===== src/rtl/fifo_rd_stream_pkg.sv =====
// Shared types for the FIFO read-side stream adapter.
// Output buffer depth, pointer/occupancy types and pointer wrap helper.
package fifo_rd_stream_pkg;

  localparam int OB_DEPTH = 3;

  typedef logic [1:0] ob_ptr_t;
  typedef logic [1:0] ob_occ_t;

  function automatic ob_ptr_t ob_ptr_inc(
    input ob_ptr_t p
  );
    if (p == ob_ptr_t'(OB_DEPTH - 1))
      return '0;
    return p + 2'd1;
  endfunction

endpackage


===== src/rtl/fifo_rd_stream_if.sv =====
// FIFO read port plus valid/ready stream bundle.
// master = the adapter, slave = FIFO/downstream side.
interface fifo_rd_stream_if #(
  parameter int DW = 8
);

  logic          fifo_empty;
  logic          fifo_rd;
  logic [DW-1:0] fifo_dout;
  logic [DW-1:0] m_data;
  logic          m_valid;
  logic          m_ready;

  modport master (
    input  fifo_empty,
    input  fifo_dout,
    input  m_ready,
    output fifo_rd,
    output m_data,
    output m_valid
  );

  modport slave (
    output fifo_empty,
    output fifo_dout,
    output m_ready,
    input  fifo_rd,
    input  m_data,
    input  m_valid
  );

endinterface


===== src/rtl/fifo_out_ring.sv =====
// Three-entry register ring: storage, wrap-at-2 pointers, occupancy.
// Head data is a mux of registers only; no bypass from push_data.
module fifo_out_ring
  import fifo_rd_stream_pkg::*;
#(
  parameter int DW = 8
) (
  input  logic          clk,
  input  logic          rst,
  input  logic          push,
  input  logic [DW-1:0] push_data,
  input  logic          pop,
  output logic [DW-1:0] head_data,
  output ob_occ_t       occ
);

  logic [DW-1:0] mem_q [OB_DEPTH];
  ob_ptr_t       wr_ptr_q, wr_ptr_d;
  ob_ptr_t       rd_ptr_q, rd_ptr_d;
  ob_occ_t       occ_q, occ_d;

  always_comb begin
    wr_ptr_d = wr_ptr_q;
    rd_ptr_d = rd_ptr_q;
    occ_d    = occ_q;
    if (push)
      wr_ptr_d = ob_ptr_inc(wr_ptr_q);
    if (pop)
      rd_ptr_d = ob_ptr_inc(rd_ptr_q);
    unique case (1'b1)
      (push && !pop): occ_d = occ_q + 2'd1;
      (pop && !push): occ_d = occ_q - 2'd1;
      default:        occ_d = occ_q;
    endcase
  end

  always_ff @(posedge clk) begin
    if (rst) begin
      for (int i = 0; i < OB_DEPTH; i++)
        mem_q[i] <= '0;
      wr_ptr_q <= '0;
      rd_ptr_q <= '0;
      occ_q    <= '0;
    end else begin
      for (int i = 0; i < OB_DEPTH; i++)
        if (push && wr_ptr_q == ob_ptr_t'(i))
          mem_q[i] <= push_data;
      wr_ptr_q <= wr_ptr_d;
      rd_ptr_q <= rd_ptr_d;
      occ_q    <= occ_d;
    end
  end

  always_comb begin
    head_data = mem_q[0];
    for (int i = 1; i < OB_DEPTH; i++)
      if (rd_ptr_q == ob_ptr_t'(i))
        head_data = mem_q[i];
  end

  assign occ = occ_q;

endmodule


===== src/rtl/fifo_rd_stream.sv =====
// FIFO read/empty/dout to valid/ready adapter, read clock domain.
// FIFO_RD_STATS_EN adds a saturating accepted-beat counter port.
module fifo_rd_stream
  import fifo_rd_stream_pkg::*;
#(
  parameter int DW    = 8,
  parameter int CNT_W = 16
) (
  input  logic             clk,
  input  logic             rst,
`ifdef FIFO_RD_STATS_EN
  output logic [CNT_W-1:0] beat_cnt,
`endif
  fifo_rd_stream_if.master bus
);

  logic          rd_dly_q, rd_dly_d;
  logic          pop;
  logic [DW-1:0] head;
  ob_occ_t       occ;
  logic [2:0]    occ_sum;

  // Count in-flight reads as occupied so the ring can never overflow.
  assign occ_sum = {1'b0, occ} + {2'b0, rd_dly_q};

  assign bus.fifo_rd = !rst && !bus.fifo_empty
                    && (occ_sum < 3'(OB_DEPTH));
  assign rd_dly_d    = bus.fifo_rd;

  always_ff @(posedge clk) begin
    if (rst)
      rd_dly_q <= 1'b0;
    else
      rd_dly_q <= rd_dly_d;
  end

  assign bus.m_valid = (occ != '0);
  assign bus.m_data  = head;
  assign pop         = bus.m_valid && bus.m_ready;

  fifo_out_ring #(
    .DW(DW)
  ) u_ring (
    .clk       (clk),
    .rst       (rst),
    .push      (rd_dly_q),
    .push_data (bus.fifo_dout),
    .pop       (pop),
    .head_data (head),
    .occ       (occ)
  );

  always_ff @(posedge clk) begin
    if (!rst)
      assert (occ_sum <= 3'(OB_DEPTH));
  end

`ifdef FIFO_RD_STATS_EN
  logic [CNT_W-1:0] beat_cnt_q, beat_cnt_d;

  always_comb begin
    beat_cnt_d = beat_cnt_q;
    if (pop && !(&beat_cnt_q))
      beat_cnt_d = beat_cnt_q + 1'b1;
  end

  always_ff @(posedge clk) begin
    if (rst)
      beat_cnt_q <= '0;
    else
      beat_cnt_q <= beat_cnt_d;
  end

  assign beat_cnt = beat_cnt_q;
`else
  // Stats build option disabled: no counter, no beat_cnt port.
`endif

endmodule


===== src/flat_wrapper.sv =====
// flat-port wrapper written by rule: the top's interface ports become plain ports
module fifo_rd_stream_flat import fifo_rd_stream_pkg::*;
#(
  parameter int DW    = 8,
  parameter int CNT_W = 16
)
  (clk, rst, bus_fifo_empty, bus_fifo_dout, bus_m_ready, bus_fifo_rd, bus_m_data, bus_m_valid);
  fifo_rd_stream_if #(.DW(DW)) bus_i ();
  input  logic clk;
  input  logic rst;
  input wire logic [$bits(bus_i.fifo_empty)-1:0] bus_fifo_empty;
  input wire logic [$bits(bus_i.fifo_dout)-1:0] bus_fifo_dout;
  input wire logic [$bits(bus_i.m_ready)-1:0] bus_m_ready;
  output wire logic [$bits(bus_i.fifo_rd)-1:0] bus_fifo_rd;
  output wire logic [$bits(bus_i.m_data)-1:0] bus_m_data;
  output wire logic [$bits(bus_i.m_valid)-1:0] bus_m_valid;
  assign bus_i.fifo_empty = bus_fifo_empty;
  assign bus_i.fifo_dout = bus_fifo_dout;
  assign bus_i.m_ready = bus_m_ready;
  assign bus_fifo_rd = bus_i.fifo_rd;
  assign bus_m_data = bus_i.m_data;
  assign bus_m_valid = bus_i.m_valid;
  fifo_rd_stream #(.DW(DW), .CNT_W(CNT_W)) u_core (.clk(clk), .rst(rst), .bus(bus_i));
endmodule

===== config.mk =====
export PLATFORM = sky130hd
export DESIGN_NAME = fifo_rd_stream_flat
export DESIGN_NICKNAME = d
export VERILOG_FILES = /design/src/rtl/fifo_rd_stream_pkg.sv /design/src/rtl/fifo_rd_stream_if.sv /design/src/rtl/fifo_out_ring.sv /design/src/rtl/fifo_rd_stream.sv /design/src/flat_wrapper.sv
export SDC_FILE = /design/constraint.sdc
export NUM_CORES = 1
export LEC_CHECK = 0
export ABC_AREA = 1
export CORE_MARGIN = 2
export CORE_UTILIZATION = 56
export CTS_BUF_LIST = sky130_fd_sc_hd__clkbuf_8 sky130_fd_sc_hd__clkbuf_16
export CTS_CLUSTER_SIZE = 14
export DETAILED_ROUTE_END_ITERATION = 12
export PLACE_DENSITY = 0.84
export SLEW_MARGIN = 20
export SYNTH_ARGS = -nofsm -noshare
export SYNTH_HDL_FRONTEND = slang
export SYNTH_SLANG_ARGS = --single-unit

===== constraint.sdc =====
create_clock -name clk -period 3.7 [get_ports clk]
set_clock_uncertainty 0.15 [all_clocks]
set_input_delay 0.925 -clock clk [delete_from_list [all_inputs] [get_ports clk]]
set_output_delay 0.925 -clock clk [all_outputs]
set_load 0.05 [all_outputs]

======== Word level (Yosys, flattened, before mapping) ========
Memory sizes are Yosys's and may differ from the RTL's.
Cells that the tools add are included.
cells by class
  eq/ne operators ......................... 4
  bitwise logic cells ..................... 3
  $lt $le $gt $ge ......................... 1
  reduce and logical (&&, ||, !) cells .... 15
  shift-type cells ........................ 0
  multipliers ............................. 0
  divide/modulo/power cells ............... 0
  add/sub/neg operators ................... 5
  muxes and demuxes ....................... 25
operators with widths
  cell                                                                           number
  8-bit two-way mux                                                              5
  1-bit two-way mux                                                              15
  1-bit logical AND                                                              8
  2-bit two-way mux                                                              4
  2-bit by 1-bit adder with 2-bit output (second input constant)                 3
  2-bit by 1-bit == test with 1-bit output (second input constant)               2
  2-bit == test (second input constant)                                          2
  1-bit logical NOT                                                              4
  2-bit one-hot mux with 2 select lines                                          1
  2-bit nonzero test                                                             2
  2-bit by 1-bit adder with 3-bit output                                         1
  3-bit by 2-bit less-than comparator with 1-bit output (second input constant)  1
  1-bit bitwise OR                                                               3
  2-bit logical NOT                                                              1
  2-bit by 1-bit subtractor with 2-bit output (second input constant)            1
storage, ports and cells
  bits of input ports ..................... 12
  memory bits (read-only) ................. 0
  memories ................................ 1
  flip-flop bits (word level) ............. 7
  memory bits (writable) .................. 24
  latch bits .............................. 0
memory list
  memory               words  bits a word  rd ports  clocked after Yosys merged registers in  wr ports  RTL line             text
  u_core.u_ring.mem_q  3      8            3         0                                        3         fifo_out_ring.sv:17  logic [DW-1:0] mem_q [OB_DEPTH];

======== Depth between registers and ports, before layout ========
  depth after elaboration ................. 6
  mapped depth ............................ 10
  gate-level depth less buffers ........... 10

======== Hierarchy ========
Synthesis repeated with hierarchy kept, for this count alone.
unflattened totals
  cell total of the unflattened synthesis .. 156
  area, all modules ....................... 1491.4 um^2
modules (own cells, without submodules)
  module          cells an instance  sequential area each (um^2)  area each (um^2)  times used
  fifo_out_ring   143                840.8                        1402.6            1
  fifo_rd_stream  13                 20.0                         88.8              1

======== Least setup slack after synthesis ========
No wires, ideal clock.
  path kind ............................... input to output
  from .................................... input rst
  to ...................................... output bus_fifo_rd
  path slack .............................. 343 ps
  arrival ................................. 2282 ps
  required time ........................... 2625 ps
  cell stages on the path ................. 2
  path through ............................ nor3_1 > a21boi_0
between the ends
  longest elaborated chain between the ends .. 3
ends and longest elaborated chain
  item               RTL line              text
  from (decl)        flat_wrapper.sv:10    input logic rst;
  1-bit logical NOT  fifo_rd_stream.sv:26  assign bus.fifo_rd = !rst && !bus.fifo_empty
  1-bit logical AND  fifo_rd_stream.sv:26
  1-bit logical AND  fifo_rd_stream.sv:27  && (occ_sum < 3'(OB_DEPTH));
  to (decl)          flat_wrapper.sv:14    output wire logic [$bits(bus_i.fifo_rd)-1:0] bus_fifo_rd;
Every way passes these cells.

======== Final worst setup path ========
Ends and elaborated chain as after synthesis.

==> impl_metrics.ini <==
[route]
wire_per_inst_um = 11.0
via_per_inst = 4.75
wl_um = 2350
drt_iter0_drc = 17
antenna_left = 0
drtPass1Iterations = 4
vias = 1011
drcViolationCount = 0

[floorplan]
die_area_mm2 = 0.00296
core_mm2 = 0.00245
die_h_um = 54.4
rows = 18
initial_utilization = 0.581
ios = 22
fp.dieW_um = 54.4

[sta]
fin_tns_setup_ns = 0
hold_ws_ns = 0.321
worst_slack_ns = 0.454
clock.fmax_ghz = 0.308
rsz0062_at_grt = false
finalHoldViolCount = 0
finalCriticalPeriod_ns = 3.25
worstMarginPinSlew_ns = 0.509
timing.slew.headroom = 0.660
fin_crit_sh = 0.877
drv_slew = 0
setup_viol = 0

[logic_synthesis]
synth_cells = 153
yosys-top-cells-area = edfxtp_1, dfxtp_1, nand2_1, inv_1, nand3_1
synth_area_per_cell_um2 = 9.31
synth_edf_count = 24
ys.flop_type = edfxtp_1
yosysTopAreaCell = edfxtp_1
synth_nets = 168
yosys_warnings = 0
syn_area_mm2 = 0.00143
yosysMostFrequentCell = nand2_1
async_reset_ff_frac = 0
synth_common_cells = nand2_1, inv_1, edfxtp_1
ys_types = 19
yosysSeqAreaShare = 0.604
ys_ff_latch = 31
synth_top_area_frac = 0.506

[clock_network]
cts.sinks = 31
cts_tree = done
clk_latency_ns = 0.28
cts_buffers = 5
cts_htree_levels = 2
cts_buffer_depth = 2
cts_hold_buf = 0
root_buffer = clkbuf_8
cts.clk_slew.worst_paths_ns = 0.06
postCtsSetupRepairBufs = 0
cts_resized = 0

[global_route]
antenna_found_initial = 0
grt-ovfl-total = 0
grt_max_degree = 11
grt_pass1_vias = 932
use_met3 = 0.0765
track_usage = 0.197
grt-busiest-layer = met2
met1_usage = 0.192
grtUsageMet2 = 0.353
grt_pass1_wl_um = 3800

[place]
gp_congestion = 0.757
port_buffers = 21
pre_cts_ws_ns = 0.439
place_hpwl_um = 1700
placedCellCount = 205

[power_and_ir_drop]
p_per_area_mw_per_mm2 = 539
ir_worst_vdd_mv = 0.499
p_leak_nw = 0.812

[layout]
multi_input_area_um2 = 419
fill_cells = 176
stdcell_count = 213
nets = 197
antenna_cells = 0
regArea_um2 = 861
layout-drive-gt1-share = 0.0820
area_delta_synth_final_pct = 24.2

[setup_path]
cp-end-kind = output port
reg2reg_depth = 10
path_class = input pin to output port
timing.critical_path.fanout_max = 4
start_kind = input pin
worstPathArrival_ns = 2.17
required_ns = 2.62

[outcome]
outcome = finished, final reports clean

[job]
cap_violations = 0

[worst_hold_path]
hp-class = flop to flop
holdPathStages = 2
## kinds of logic after synthesis
family	synth area share
AND/OR/NAND/NOR	0.222
adder cells (fa/ha/maj)	0.0263
flip-flops	0.604
buffers and inverters	0.102
AO/OA/AOI/OAI	0.0456
## cell usage in the layout, fill, tap and decap left out
cell type        count
inv_1               33
nand4_1              1
buf_4                2
nor2_8               1
edfxtp_1            24
clkinv_2             3
buf_12               1
clkbuf_8             5
ha_1                 3
o31ai_1              1
o21ai_1              1
a21oi_1              3
nor3_1               1
dfxtp_1              7
o211ai_2             1
nand2_1             35
nand3_1             18
clkdlybuf4s50_1     20
inv_2                1
a21boi_0             2
o21ai_0              2
inv_4                1
nor2_1              17
## per-stage QoR
stage / util / cell area (µm²) / total power, mW
5_1_grt: 0.721 / 1770 / 1.00
3_3_place_gp: 0.687 / 1690 / 0.707
3_5_place_dp: 0.687 / 1690 / 0.716
4_1_cts: 0.721 / 1770 / 0.963
2_1_floorplan: - / 1430 / 0.624
6_report: 0.721 / 1770 / 0.954
## routing by layer
metal  vias to the layer above  share of wire
li1                        544              -
met1                       441           0.39
met2                        21           0.53
met3                         5          0.055
met4                         0          0.022
met5                         -              0
## registers in the layout, summed over array words and instances (netlist names)
signal / count
u_core.u_ring.rd_ptr_q: 2
u_core.rd_dly_q: 1
u_core.u_ring.wr_ptr_q: 2
u_core.u_ring.occ: 2
u_core.u_ring.mem_q: 24
## area by class of cell
type                            count  area share
Clock buffer                        5      0.0389
Clock inverter                      3     0.00848
Multi-Input combinational cell     86       0.237
Inverter                           35      0.0756
Timing Repair Buffer               23       0.133
Sequential cell                    31       0.486
Tap cell                           30      0.0212
## power breakdown
group | leakage, nW | total [mW] | internal [mW] | switching [mW]
clock | 0.0477 | 0.248 | 0.128 | 0.120
sequential | 0.308 | 0.419 | 0.403 | 0.0158
combinational | 0.457 | 0.288 | 0.0967 | 0.191
## critical path: stages
cell and delay, ns:
clkdlybuf4s50_1 0.45, nor3_1 0.23, a21boi_0 0.37, buf_12 0.19
## final timing paths
check / startpoint / end / slack, ns
worst max-delay path: rst / bus_fifo_rd / 0.45
worst max register to register: u_core.u_ring.occ[0]$_SDFFE_PP0P_ / u_core.u_ring.occ[1]$_SDFFE_PP0P_ / 2.10
worst min-delay path: u_core.u_ring.wr_ptr_q[1]$_SDFFE_PP0P_ / u_core.u_ring.wr_ptr_q[1]$_SDFFE_PP0P_ / 0.32
worst min register to register: u_core.u_ring.wr_ptr_q[1]$_SDFFE_PP0P_ / u_core.u_ring.wr_ptr_q[1]$_SDFFE_PP0P_ / 0.32
Power figures use the tool's default switching activity.
